<file path="src/rtl/instr_fetch_unit.sv">
// Instruction fetch/issue stage: owns the PC, fetches over a req/ack handshake and
// issues words over valid/ready. Define IFU_ILLEGAL_TRAP_EN to trap undecoded opcodes.
module instr_fetch_unit #(
  parameter int              PC_W     = 16,
  parameter logic [PC_W-1:0] RESET_PC = '0
) (
  input  logic            clk,
  input  logic            rst,
  output logic            imem_req,
  output logic [PC_W-1:0] imem_addr,
  input  logic            imem_ack,
  input  logic [15:0]     imem_rdata,
  output logic            instr_valid,
  input  logic            instr_ready,
  output logic [15:0]     instr,
  output logic [3:0]      opcode,
  output logic [PC_W-1:0] instr_pc,
  input  logic            branch_taken,
  input  logic [PC_W-1:0] branch_target,
  output logic            illegal
);

  typedef enum logic [1:0] {IDLE, FETCH, HOLD, HALT} state_t;

  state_t          state, state_nxt;
  logic [PC_W-1:0] pc;
  logic [PC_W-1:0] kill_pc;
  logic            kill;
  logic [15:0]     instr_q;
  logic [PC_W-1:0] instr_pc_q;
  logic            take_ack;
  logic            trap;
  logic            redirect;
  logic [PC_W-1:0] target_aligned;

  assign redirect       = branch_taken && (state != HALT);
  assign target_aligned = {branch_target[PC_W-1:1], 1'b0};
  // An ack is only consumed when it belongs to a live request and no redirect lands with it.
  assign take_ack       = (state == FETCH) && imem_ack && !kill && !branch_taken;

`ifdef IFU_ILLEGAL_TRAP_EN
  function automatic logic is_legal(input logic [3:0] op);
    case (op)
      4'h0, 4'h1, 4'h2, 4'h9, 4'hA, 4'hB, 4'hC, 4'hD, 4'hF: is_legal = 1'b1;
      default:                                               is_legal = 1'b0;
    endcase
  endfunction

  logic illegal_q;

  assign trap = !is_legal(imem_rdata[15:12]);

  always_ff @(posedge clk) begin
    if (rst)
      illegal_q <= 1'b0;
    else if (take_ack && trap)
      illegal_q <= 1'b1;
  end

  assign illegal = illegal_q;
`else
  assign trap    = 1'b0;
  assign illegal = 1'b0;
`endif

  // State register
  always_ff @(posedge clk) begin
    if (rst)
      state <= IDLE;
    else
      state <= state_nxt;
  end

  // Next-state logic
  always_comb begin
    // NOTE: default assignment first so every path drives state_nxt; no latch can be inferred.
    state_nxt = state;
    case (state)
      IDLE:  state_nxt = FETCH;
      FETCH: if (take_ack) state_nxt = trap ? HALT : HOLD;
      HOLD:  if (branch_taken || instr_ready) state_nxt = FETCH;
      HALT:  state_nxt = HALT;
      default: state_nxt = IDLE;
    endcase
  end

  // Outputs, decoded from registered state only
  always_comb begin
    imem_req    = (state == FETCH);
    instr_valid = (state == HOLD);
    // A killed request keeps presenting its original address until its ack returns.
    imem_addr   = kill ? kill_pc : pc;
    instr       = instr_q;
    opcode      = instr_q[15:12];
    instr_pc    = instr_pc_q;
  end

  // NOTE: sequential state uses non-blocking assignments so all registers update from pre-edge values.
  always_ff @(posedge clk) begin
    if (rst) begin
      pc         <= RESET_PC;
      kill       <= 1'b0;
      kill_pc    <= RESET_PC;
      instr_q    <= '0;
      instr_pc_q <= '0;
    end else begin
      if (redirect)
        pc <= target_aligned;
      else if (take_ack)
        pc <= pc + PC_W'(2);

      if (state == FETCH) begin
        if (imem_ack) begin
          kill <= 1'b0;
        end else if (branch_taken) begin
          kill <= 1'b1;
          if (!kill)
            kill_pc <= pc;
        end
      end

      if (take_ack) begin
        instr_q    <= imem_rdata;
        instr_pc_q <= pc;
      end
    end
  end

endmodule

</file>
<file path="config.mk">
export PLATFORM = sky130hd
export DESIGN_NAME = instr_fetch_unit
export DESIGN_NICKNAME = d
export VERILOG_FILES = /design/src/rtl/instr_fetch_unit.sv
export SDC_FILE = /design/constraint.sdc
export NUM_CORES = 1
export LEC_CHECK = 0
export ABC_AREA = 0
export CAP_MARGIN = 5
export CORE_ASPECT_RATIO = 1.5
export CORE_UTILIZATION = 40
export CTS_BUF_LIST = sky130_fd_sc_hd__clkbuf_2
export DETAILED_ROUTE_END_ITERATION = 10
export GPL_ROUTABILITY_DRIVEN = 0
export PLACE_DENSITY = 0.76
export SLEW_MARGIN = 20
export SYNTH_ARGS = -nofsm -noshare
export SYNTH_HDL_FRONTEND = slang
export SYNTH_SLANG_ARGS = --single-unit
</file>
<file path="constraint.sdc">
create_clock -name clk -period 1.8 [get_ports clk]
set_input_delay 0.36 -clock clk [delete_from_list [all_inputs] [get_ports clk]]
set_output_delay 0.36 -clock clk [all_outputs]
set_load 0.01 [all_outputs]
</file>
==> impl_metrics.json <==
{
  "design_power_total_mw": 2.81,
  "worst_setup_path_start_kind": "flop",
  "clock_skew_ns": 0.0285,
  "hpwl_um": 5370,
  "timing.fmax_ghz": 0.519,
  "worstReg2RegStart": "kill",
  "endpoint_kind": "output pin",
  "syn_inst": 345,
  "slew_violations": 0,
  "sw_frac_of_total_pct": 29.5,
  "synth_warnings": 0,
  "setup_tns_ns": -0.626,
  "die_h_um": 106,
  "num_rows": 37,
  "crit_chain": "buf_8, buf_6, mux2_4, buf_6",
  "fin_crit_ns": 1.93,
  "crit_type": "reg2out",
  "grt_pass1_vias": 2681,
  "seq_area_frac_synth_pct": 45.0,
  "grt_max_degree": 29,
  "vias": 2879,
  "wirelength_um": 7600,
  "whs_ns": 0.131,
  "violations": "negative setup slack",
  "drc": 0,
  "slowest_stage": "dfxtp_4",
  "synth_cell_types": 39,
  "startpoint": "kill",
  "routed_via_density": 5.25,
  "hold_viol_final": 0,
  "worstPathArrival_ns": 1.57,
  "rr_endpoint": "pc[14]",
  "synthTopCellsByCount": "73 x nand2_1, 65 x dfxtp_1, 42 x a21oi_1",
  "die_area_um2": 7590,
  "synth_top_cell_area_share_pct": 45.0,
  "root_buffer": "clkbuf_2",
  "cp_data_required_time_ns": 1.44,
  "p_switching_mw": 0.830,
  "clk_path_buf_depth": 2,
  "core_um2": 6940,
  "nets": 502,
  "wire_per_inst_um": 13.9,
  "cp-endpoint": "imem_addr[14]",
  "synth_ff_type": "dfxtp_1",
  "syn_area_um2": 2890,
  "async_flop_share_pct": 0,
  "multi_input_area_um2": 1540,
  "clock-sinks": 65,
  "status": "finished with violations",
  "ys_ff_latch": 65,
  "drt_pass1_iterations": 4,
  "grtUsageTotal_pct": 20.6,
  "area_growth_pct": 53.4,
  "rsz0062_at_grt": "yes",
  "final_layout_size_suffix_gt1_share_pct": 26.9,
  "synth_top_area_cell": "dfxtp_1",
  "p_comb_share_pct": 19.8,
  "ir_drop_v": 0.000352,
  "rrSetupSlack_ns": -0.01,
  "setup_violations": 16,
  "synth_edf_count": 0,
  "io_buffers": 88,
  "numCtsBuffers": 9,
  "setup_ws_ns": -0.126,
  "fin_crit_sh_pct": 107,
  "crit_path_max_fanout": 6,
  "critPathMaxStageDelay_ns": 0.40,
  "antenna_found_initial": 0,
  "h-tree-depth": 3,
  "start_util_pct": 41.7,
  "pwr-share-seq_pct": 54.4,
  "cts_tree": "yes",
  "grt_pass1_wl_um": 12200,
  "gr-total-overflow": 0,
  "clk_pin_slew_ns": 0.18,
  "synth.area.top_cells": "dfxtp_1 45%, nand2_1 9.5%, a21oi_1 7.3%, mux2i_1 5.5%, mux2_2 5.4%",
  "r2r.worst_path.cells": 7,
  "die-width_um": 71.5,
  "maxCapViolCount": 0,
  "p_per_area_nw_per_um2": 633,
  "cp_common_cell": "buf_6",
  "drtIter0Drc": 127,
  "total_leakage_power_nw": 2.15,
  "yosysMostFrequentCell": "nand2_1",
  "hold_class": "in2reg",
  "ant_nets": 0,
  "io_pins": 92,
  "register_area_um2": 1330,
  "nFillCells": 583,
  "internal_power_mw": 1.98,
  "worstSkewPairLatency_ns": 0.50,
  "p_clk_share_pct": 25.8,
  "synth.avg_cell_area_um2": 8.39
}
## cell type report
| class | instances | area share, % |
|---|---|---|
| timing repair buffer | 138 | 30.7 |
| inverter | 3 | 0.254 |
| multi-input combinational | 247 | 34.7 |
| sequential | 65 | 30.0 |
| antenna | 1 | 0.0564 |
| tap | 78 | 2.20 |
| clock inverter | 7 | 1.07 |
| clock buffer | 9 | 1.01 |
## per-layer routing
layer,vias up,wire length [um],global-route usage (%)
met2,107,3870,35.2
li1,1446,-,-
met3,19,412,4.74
met4,0,223,12.3
met1,1307,3090,23.1
met5,-,0,0
## through the flow
step,cells,setup WS (ns),area (um^2),util [%]
floorplan,346,0.135,2900,-
global placement,518,-0.213,4020,57.9
detailed placement,518,-0.247,4020,57.9
CTS,544,-0.182,4350,62.6
global route,547,-0.215,4440,63.9
finish,548,-0.126,4440,63.9
## power by group through the flow
stage	clock [mW]	combinational [mW]	sequential, mW
2_1_floorplan	0	0.216	1.56
3_3_place_gp	0	0.487	1.55
3_5_place_dp	0	0.494	1.56
4_1_cts	0.748	0.555	1.53
5_1_grt	0.816	0.600	1.53
6_report	0.724	0.557	1.53
## worst max-delay path, delay by kind of cell, from the launching register on
family	cells	cell delay (ns)
buffers and inverters	3	0.37
DFF	1	0.40
muxes	1	0.30
## flip-flops by register name, indices dropped and copies added, names as in the netlist
name and count:
instr 16, instr_pc 15, kill 1, kill_pc 16, pc 15, state 2
## cell families (layout without fill, tap and decap cells)
| group | Yosys count | count (layout) | share of synthesized area (%) |
|---|---|---|---|
| mux | 30 | 30 | 11.0 |
| compound gates | 73 | 73 | 14.7 |
| xor+xnor | 1 | 1 | 0.303 |
| buf+inv | 34 | 157 | 5.75 |
| simple gates | 140 | 140 | 22.7 |
| other cells | 1 | 3 | 0.130 |
| flops | 65 | 65 | 45.0 |
| fa+ha+maj | 1 | 1 | 0.432 |
## cell usage in the layout (no fill, tap or decap), types with 2 or more instances in the layout
| cell | netlist | layout |
|---|---|---|
| a211oi_1 | 3 | 3 |
| a21oi_1 | 42 | 41 |
| a31oi_1 | 12 | 12 |
| and2_1 | 6 | 5 |
| and3_1 | 4 | 4 |
| and4_1 | 4 | 4 |
| buf_12 | 0 | 2 |
| buf_2 | 10 | 2 |
| buf_4 | 7 | 39 |
| buf_6 | 0 | 23 |
| clkbuf_2 | 0 | 11 |
| clkdlybuf4s50_1 | 0 | 34 |
| clkinv_2 | 0 | 3 |
| clkinv_4 | 0 | 2 |
| clkinvlp_4 | 0 | 2 |
| conb_1 | 1 | 2 |
| dfxtp_1 | 65 | 48 |
| dfxtp_2 | 0 | 14 |
| dfxtp_4 | 0 | 3 |
| dlygate4sd2_1 | 0 | 11 |
| dlymetal6s2s_1 | 0 | 24 |
| inv_1 | 3 | 3 |
| mux2_4 | 0 | 14 |
| mux2i_1 | 16 | 16 |
| nand2_1 | 73 | 72 |
| nand2b_1 | 2 | 2 |
| nand3_1 | 10 | 10 |
| nand4_1 | 6 | 6 |
| nor2_1 | 19 | 17 |
| nor3_1 | 3 | 3 |
| o21ai_0 | 6 | 4 |
| o311ai_1 | 0 | 2 |
| or3_1 | 4 | 4 |
| or4_1 | 2 | 2 |
## repair_timing
item,in CTS,in global routing
gates cloned,1,0
pin swaps,8,2
setup endpoints to repair,37,76
hold buffers,0,0
setup buffers,9,4
endpoints found under the hold margin,0,0
resized for setup,141,39
## how the worst min path moves through the flow
stage | end | slack, ns | start | cells past startpoint
finish | kill_pc[1] | 0.13 | rst | 2
global route | kill_pc[5] | 0.08 | rst | 2
CTS | kill_pc[1] | 0.08 | rst | 2
detailed placement | instr_pc[7] | 0.45 | instr_pc[7] | 2
global placement | instr[9] | 0.44 | instr[9] | 2
floorplan | kill_pc[0] | 0.44 | kill_pc[0] | 1
Note: power is estimated with default switching activity, not from simulation.
